File: config.mk
export PLATFORM = sky130hd
export DESIGN_NAME = if_stage
export DESIGN_NICKNAME = d
export VERILOG_FILES = /design/src/rtl/if_stage_pkg.sv /design/src/rtl/if_stage_if_id_reg.sv /design/src/rtl/if_stage.sv
export SDC_FILE = /design/constraint.sdc
export NUM_CORES = 1
export LEC_CHECK = 0
export BUFFER_PORTS_ARGS = -buffer_cell sky130_fd_sc_hd__buf_2
export CORE_MARGIN = 2
export CORE_UTILIZATION = 50
export CTS_CLUSTER_SIZE = 25
export DETAILED_ROUTE_END_ITERATION = 7
export PLACE_DENSITY = 0.8
export SETUP_SLACK_MARGIN = 0.5
export SLEW_MARGIN = 10
export SYNTH_ARGS = -nofsm -noshare
export SYNTH_HDL_FRONTEND = slang
export SYNTH_HIERARCHICAL = 1
export SYNTH_SLANG_ARGS = --single-unit
File: constraint.sdc
create_clock -name clk -period 2.28 [get_ports clk]
set_input_delay 0.114 -clock clk [delete_from_list [all_inputs] [get_ports clk]]
set_output_delay 0.114 -clock clk [all_outputs]
set_load 0.02 [all_outputs]
File: src/rtl/if_stage_pkg.sv
// Shared fetch-stage definitions: memory map constants and the NOP encoding.
package if_stage_pkg;

  localparam logic [31:0] PC_INIT      = 32'h0000_3000;
  localparam logic [31:0] HANDLER_ADDR = 32'h0000_4180;
  localparam int          IM_WORDS     = 4096;
  localparam logic [31:0] NOP_INSTR    = 32'h0000_0000;

  // True when a fetch address is misaligned or outside instruction memory.
  function automatic logic fetchFault(input logic [31:0] addr,
                                      input logic [31:0] base,
                                      input logic [32:0] limit);
    return (addr[1:0] != 2'b00) || (addr < base) || ({1'b0, addr} >= limit);
  endfunction

endpackage

File: src/rtl/if_stage_if_id_reg.sv
// IF/ID pipeline register: loads on i_load, flushes to a NOP on i_flush, else holds.
module if_id_reg
  import if_stage_pkg::*;
#(
  parameter logic [31:0] RESET_PC = PC_INIT
) (
  input  logic        clk,
  input  logic        reset,
  input  logic        i_load,
  input  logic        i_flush,
  input  logic [31:0] i_flush_pc,
  input  logic [31:0] i_instr,
  input  logic [31:0] i_pc,
  input  logic        i_bd,
  input  logic        i_adel,
  output logic [31:0] o_instr,
  output logic [31:0] o_pc,
  output logic [31:0] o_pc8,
  output logic        o_bd,
  output logic        o_adel
);

  logic [31:0] r_instr;
  logic [31:0] r_pc;
  logic        r_bd;
  logic        r_adel;

  // Flush outranks load so an exception squashes whatever was being fetched.
  always_ff @(posedge clk) begin
    if (reset) begin
      r_instr <= NOP_INSTR;
      r_pc    <= RESET_PC;
      r_bd    <= 1'b0;
      r_adel  <= 1'b0;
    end else if (i_flush) begin
      r_instr <= NOP_INSTR;
      r_pc    <= i_flush_pc;
      r_bd    <= 1'b0;
      r_adel  <= 1'b0;
    end else if (i_load) begin
      r_instr <= i_adel ? NOP_INSTR : i_instr;
      r_pc    <= i_pc;
      r_bd    <= i_bd;
      r_adel  <= i_adel;
    end
  end

  assign o_instr = r_instr;
  assign o_pc    = r_pc;
  assign o_pc8   = r_pc + 32'd8;
  assign o_bd    = r_bd;
  assign o_adel  = r_adel;

endmodule

File: src/rtl/if_stage.sv
// MIPS instruction-fetch stage: PC register, next-PC priority mux, fetch fault detect.
// Optional macro IF_PERF_CNT_EN adds perf_fetch / perf_stall counters.
module if_stage
  import if_stage_pkg::*;
#(
  parameter logic [31:0] P_PC_INIT      = PC_INIT,
  parameter logic [31:0] P_HANDLER_ADDR = HANDLER_ADDR,
  parameter int          P_IM_WORDS     = IM_WORDS
) (
  input  logic        clk,
  input  logic        reset,
  input  logic        stall,
  input  logic        redirect,
  input  logic [31:0] redirect_pc,
  input  logic        id_is_jump,
  input  logic        exc_req,
  input  logic        eret_req,
  input  logic [31:0] epc,
  input  logic [31:0] instr_in,
  output logic [31:0] pc,
  output logic [31:0] id_instr,
  output logic [31:0] id_pc,
  output logic [31:0] id_pc8,
  output logic        id_bd,
  output logic        id_adel
`ifdef IF_PERF_CNT_EN
  ,
  output logic [31:0] perf_fetch,
  output logic [31:0] perf_stall
`endif
);

  localparam logic [32:0] PC_LIMIT = {1'b0, P_PC_INIT} + (33'(P_IM_WORDS) << 2);

  logic [31:0] r_pc;
  logic [31:0] w_pc_next;
  logic        w_fault;
  logic        w_flush;
  logic        w_load;
  logic [31:0] w_flush_pc;

  assign w_fault    = fetchFault(r_pc, P_PC_INIT, PC_LIMIT);
  assign w_flush    = exc_req | eret_req;
  assign w_load     = ~w_flush & ~stall;
  assign w_flush_pc = exc_req ? P_HANDLER_ADDR : epc;

  // Priority: exception > eret > stall > redirect > sequential.
  always_comb begin
    w_pc_next = r_pc + 32'd4;
    if (exc_req)       w_pc_next = P_HANDLER_ADDR;
    else if (eret_req) w_pc_next = epc;
    else if (stall)    w_pc_next = r_pc;
    else if (redirect) w_pc_next = redirect_pc;
  end

  always_ff @(posedge clk) begin
    if (reset) r_pc <= P_PC_INIT;
    else       r_pc <= w_pc_next;
  end

  assign pc = r_pc;

  if_id_reg #(
    .RESET_PC (P_PC_INIT)
  ) u_if_id_reg (
    .clk        (clk),
    .reset      (reset),
    .i_load     (w_load),
    .i_flush    (w_flush),
    .i_flush_pc (w_flush_pc),
    .i_instr    (instr_in),
    .i_pc       (r_pc),
    .i_bd       (id_is_jump),
    .i_adel     (w_fault),
    .o_instr    (id_instr),
    .o_pc       (id_pc),
    .o_pc8      (id_pc8),
    .o_bd       (id_bd),
    .o_adel     (id_adel)
  );

`ifdef IF_PERF_CNT_EN
  logic [31:0] r_perf_fetch;
  logic [31:0] r_perf_stall;

  always_ff @(posedge clk) begin
    if (reset) begin
      r_perf_fetch <= 32'd0;
      r_perf_stall <= 32'd0;
    end else begin
      if (w_load)            r_perf_fetch <= r_perf_fetch + 32'd1;
      if (stall && !w_flush) r_perf_stall <= r_perf_stall + 32'd1;
    end
  end

  assign perf_fetch = r_perf_fetch;
  assign perf_stall = r_perf_stall;
`endif

endmodule

==> load_flow_metrics.sql <==
INSERT INTO impl_metrics (metric_group, metric, value, unit) VALUES
('pwr', 'seqPwrFrac', '0.404', ''),
('detailed_routing', 'via_count', '7731', ''),
('detailed_routing', 'initialDrtViolationCount', '1055', ''),
('setup_path', 'critPathCaptureType', 'output pin', ''),
('synthesis', 'synth.yosys.seq_area_share', '0.328', ''),
('floorplan', 'die_width', '113', 'um'),
('sta', 'setup_viol_count_final', '1', ''),
('pwr', 'swShare', '0.308', ''),
('global_routing', 'grt_start_max_net_pins', '51', ''),
('finish', 'num-fill-cells', '702', ''),
('sta', 'hold_violations', '0', ''),
('finish', 'area_growth', '58.8', '%'),
('clock_network', 'tritoncts.num_buffers', '9', ''),
('pwr', 'comb_power_share', '0.216', ''),
('sta', 'period_minus_slack', '2.32', 'ns'),
('pwr', 'finalPower', '4.61', 'mW'),
('synthesis', 'post_synth_top_flop', 'dfxtp_1', ''),
('synthesis', 'syn_nets', '900', ''),
('global_routing', 'gr-usage-met1', '0.453', ''),
('clock_network', 'htree_num_levels', '3', ''),
('sta', 'timing.final.crit_share', '1.02', ''),
('sta', 'finalClockSkew', '0.00689', 'ns'),
('floorplan', 'initial_core_util', '0.517', ''),
('sta', 'timing.hold.ws', '0.00812', 'ns'),
('sta', 'worst-slew-pin-transition', '0.811', 'ns'),
('global_routing', 'met2_layer_usage_reported_by_global_route', '0.596', ''),
('clock_network', 'cts_tree', 'built', ''),
('pwr', 'static-leakage-power', '4.25', 'nW'),
('outcome', 'failed_checks', 'DRC, setup timing', ''),
('global_routing', 'grt_pass1_wl', '35900', 'um'),
('placed_design', 'dp_hpwl', '15500', 'um'),
('synthesis', 'synth.lib_cells_used.distinct', '67', ''),
('finish', 'diodes', '0', ''),
('clock_network', 'clk_pin_slew_worst_paths', '0.07', 'ns'),
('pwr', 'internal_power', '3.19', 'mW'),
('synthesis', 'synth-edff-count', '0', ''),
('sta', 'final_max_tran_viols', '0', ''),
('synthesis', 'postSynthAreaPerCell', '7.53', 'um2'),
('setup_path', 'critPathArrivalTime', '2.21', 'ns'),
('placed_design', 'pre_cts_ws', '0.293', 'ns'),
('placed_design', 'numPortBuffers', '232', ''),
('placed_design', 'gp_congestion', '1.00', ''),
('synthesis', 'synthesis.area', '5980', 'um2'),
('global_routing', 'grt_pass1_vias', '6787', ''),
('global_routing', 'grt_busiest_layer', 'met2', ''),
('synthesis', 'synth-seq-cells', '98', ''),
('detailed_routing', 'postRouteAntennaNets', '0', ''),
('pwr', 'power.share.clock', '0.380', ''),
('clock_network', 'cts.sink_count', '98', ''),
('sta', 'setup_slack', '-0.0445', 'ns'),
('finish', 'post-route-util', '0.821', ''),
('floorplan', 'dieArea', '12800', 'um2'),
('clock_network', 'clock_latency', '0.36', 'ns'),
('synthesis', 'yosys_warnings', '6', ''),
('outcome', 'result_of_the_run', 'finished with violations', ''),
('detailed_routing', 'drt_wl_total', '26000', 'um'),
('finish', 'layout-drive-gt1-share', '0.462', ''),
('synthesis', 'syn_inst', '794', ''),
('synthesis', 'async_reset_ff_frac', '0', ''),
('global_routing', 'overflow', '0', ''),
('sta', 'maxClockFrequency', '430', 'MHz'),
('finish', 'finish.net_count', '1210', ''),
('clock_network', 'cts_root_buffer', 'clkbuf_16', ''),
('detailed_routing', 'via_per_instance_ratio', '6.17', ''),
('pwr', 'vdd.ir_drop.worst', '332', 'uV'),
('clock_network', 'largest_buffer_count_on_any_clock_path', '2', ''),
('detailed_routing', 'remaining_drc_errors', '35', ''),
('setup_path', 'worst-setup-path-type', 'reg -> out', ''),
('global_routing', 'grt.met3_usage', '0.0541', ''),
('setup_path', 'worstPathMaxFanout', '5', ''),
('flow_run', 'maxCapViolations', '0', '');
-- synthesized netlist by cell type, drive strengths merged, types with 2 or more instances --
cell type,n,share of area
clkbuf,41,0.026
nand2b,6,0.0063
xnor2,18,0.026
or2,10,0.010
nand3,27,0.023
nor2b,63,0.066
nor4,22,0.033
o211ai,3,0.0038
buf,14,0.012
and4,3,0.0044
a21oi,108,0.090
and3,6,0.0063
a31oi,4,0.0042
dfxtp,98,0.33
o31a,2,0.0029
o22ai,2,0.0021
a221oi,2,0.0029
a221o,2,0.0033
a41oi,3,0.0044
a211oi,3,0.0038
nand4,17,0.026
nand2,46,0.029
nor2,142,0.089
a211o,3,0.0044
or4,3,0.0052
mux2,2,0.0038
mux2i,39,0.065
o21ai,28,0.023
o31ai,2,0.0025
o221a,2,0.0038
inv,17,0.011
a22oi,5,0.0063
nand3b,4,0.0050
nor3,10,0.0092
ha,3,0.0063
xor2,11,0.016
a2bb2oi,5,0.0073
-- stage by stage --
| stage | std cells | setup TNS [ns] | instance area, um2 |
|---|---|---|---|
| finish | 1252 | -0.0445 | 9490 |
| global route | 1252 | -0.0547 | 9490 |
| CTS | 1220 | 0 | 8850 |
| detailed placement | 1139 | 0 | 7510 |
| global placement | 1139 | 0 | 7510 |
| floorplan | 794 | 0 | 6180 |
-- cell type report --
class	instances	area [um2]	area share
Inverter	17	63.8	0.00672
Timing Repair Buffer	354	2360	0.249
Sequential cell	98	2100	0.221
Tap cell	143	179	0.0189
Clock inverter	6	96.3	0.0102
Multi-Input combinational cell	624	4450	0.469
Clock buffer	10	239	0.0252
-- per-layer routing --
layer	up-vias	part of all wire
li1	3411	-
met1	3553	0.37
met2	642	0.47
met3	125	0.11
met4	0	0.049
met5	-	0
-- sequential cells by signal, indices dropped and copies added (netlist names), named ones only --
name                 count
pc                      30
u_if_id_reg/o_pc        32
u_if_id_reg/o_instr     32
u_if_id_reg/o_adel       1
u_if_id_reg/o_bd         1
-- worst paths after layout --
check / start / endpoint / slack [ns] / cells after the start
setup / recovery: u_if_id_reg/o_pc[10] / id_pc8[29] / -0.04 / 5
hold / removal: instr_in[4] / u_if_id_reg/o_instr[4] / 0.008 / 3
setup reg to reg: pc[29] / u_if_id_reg/o_instr[24] / 0.23 / 9
hold reg to reg: pc[11] / pc[11] / 0.55 / 2
-- logic make-up (layout without fill, tap and decap cells) --
group / Yosys count / count (layout) / synth area share
mux: 41 / 41 / 0.0691
compound gates: 189 / 189 / 0.189
simple gates: 362 / 362 / 0.317
fa+ha+maj: 3 / 3 / 0.00628
xor+xnor: 29 / 29 / 0.0425
flops: 98 / 98 / 0.328
buf+inv: 72 / 387 / 0.0486
-- worst max-delay path, stage by stage, from the launching register on --
cell and delay (ns):
dfxtp_4 0.36, nand4_4 0.13, or4_4 0.64, nor4_4 0.37, xor2_2 0.20, buf_6 0.14
-- power by group through the flow --
stage          Sequential (mW)  Clock (mW)  Combinational, mW
2_1_floorplan             1.96           0              0.409
3_3_place_gp              1.92           0              0.750
3_5_place_dp              1.92           0              0.759
4_1_cts                   1.86        1.74              0.882
5_1_grt                   1.87        1.82               1.05
6_report                  1.86        1.75              0.996
-- repair_timing --
action,CTS,global route
pin swaps,31,63
hold buffers,28,0
setup buffers,35,31
endpoints found under the setup margin,63,67
cloned,2,1
resized for setup,110,81
endpoints found under the hold margin,28,0
No activity file was read; power rests on OpenSTA's default activity.
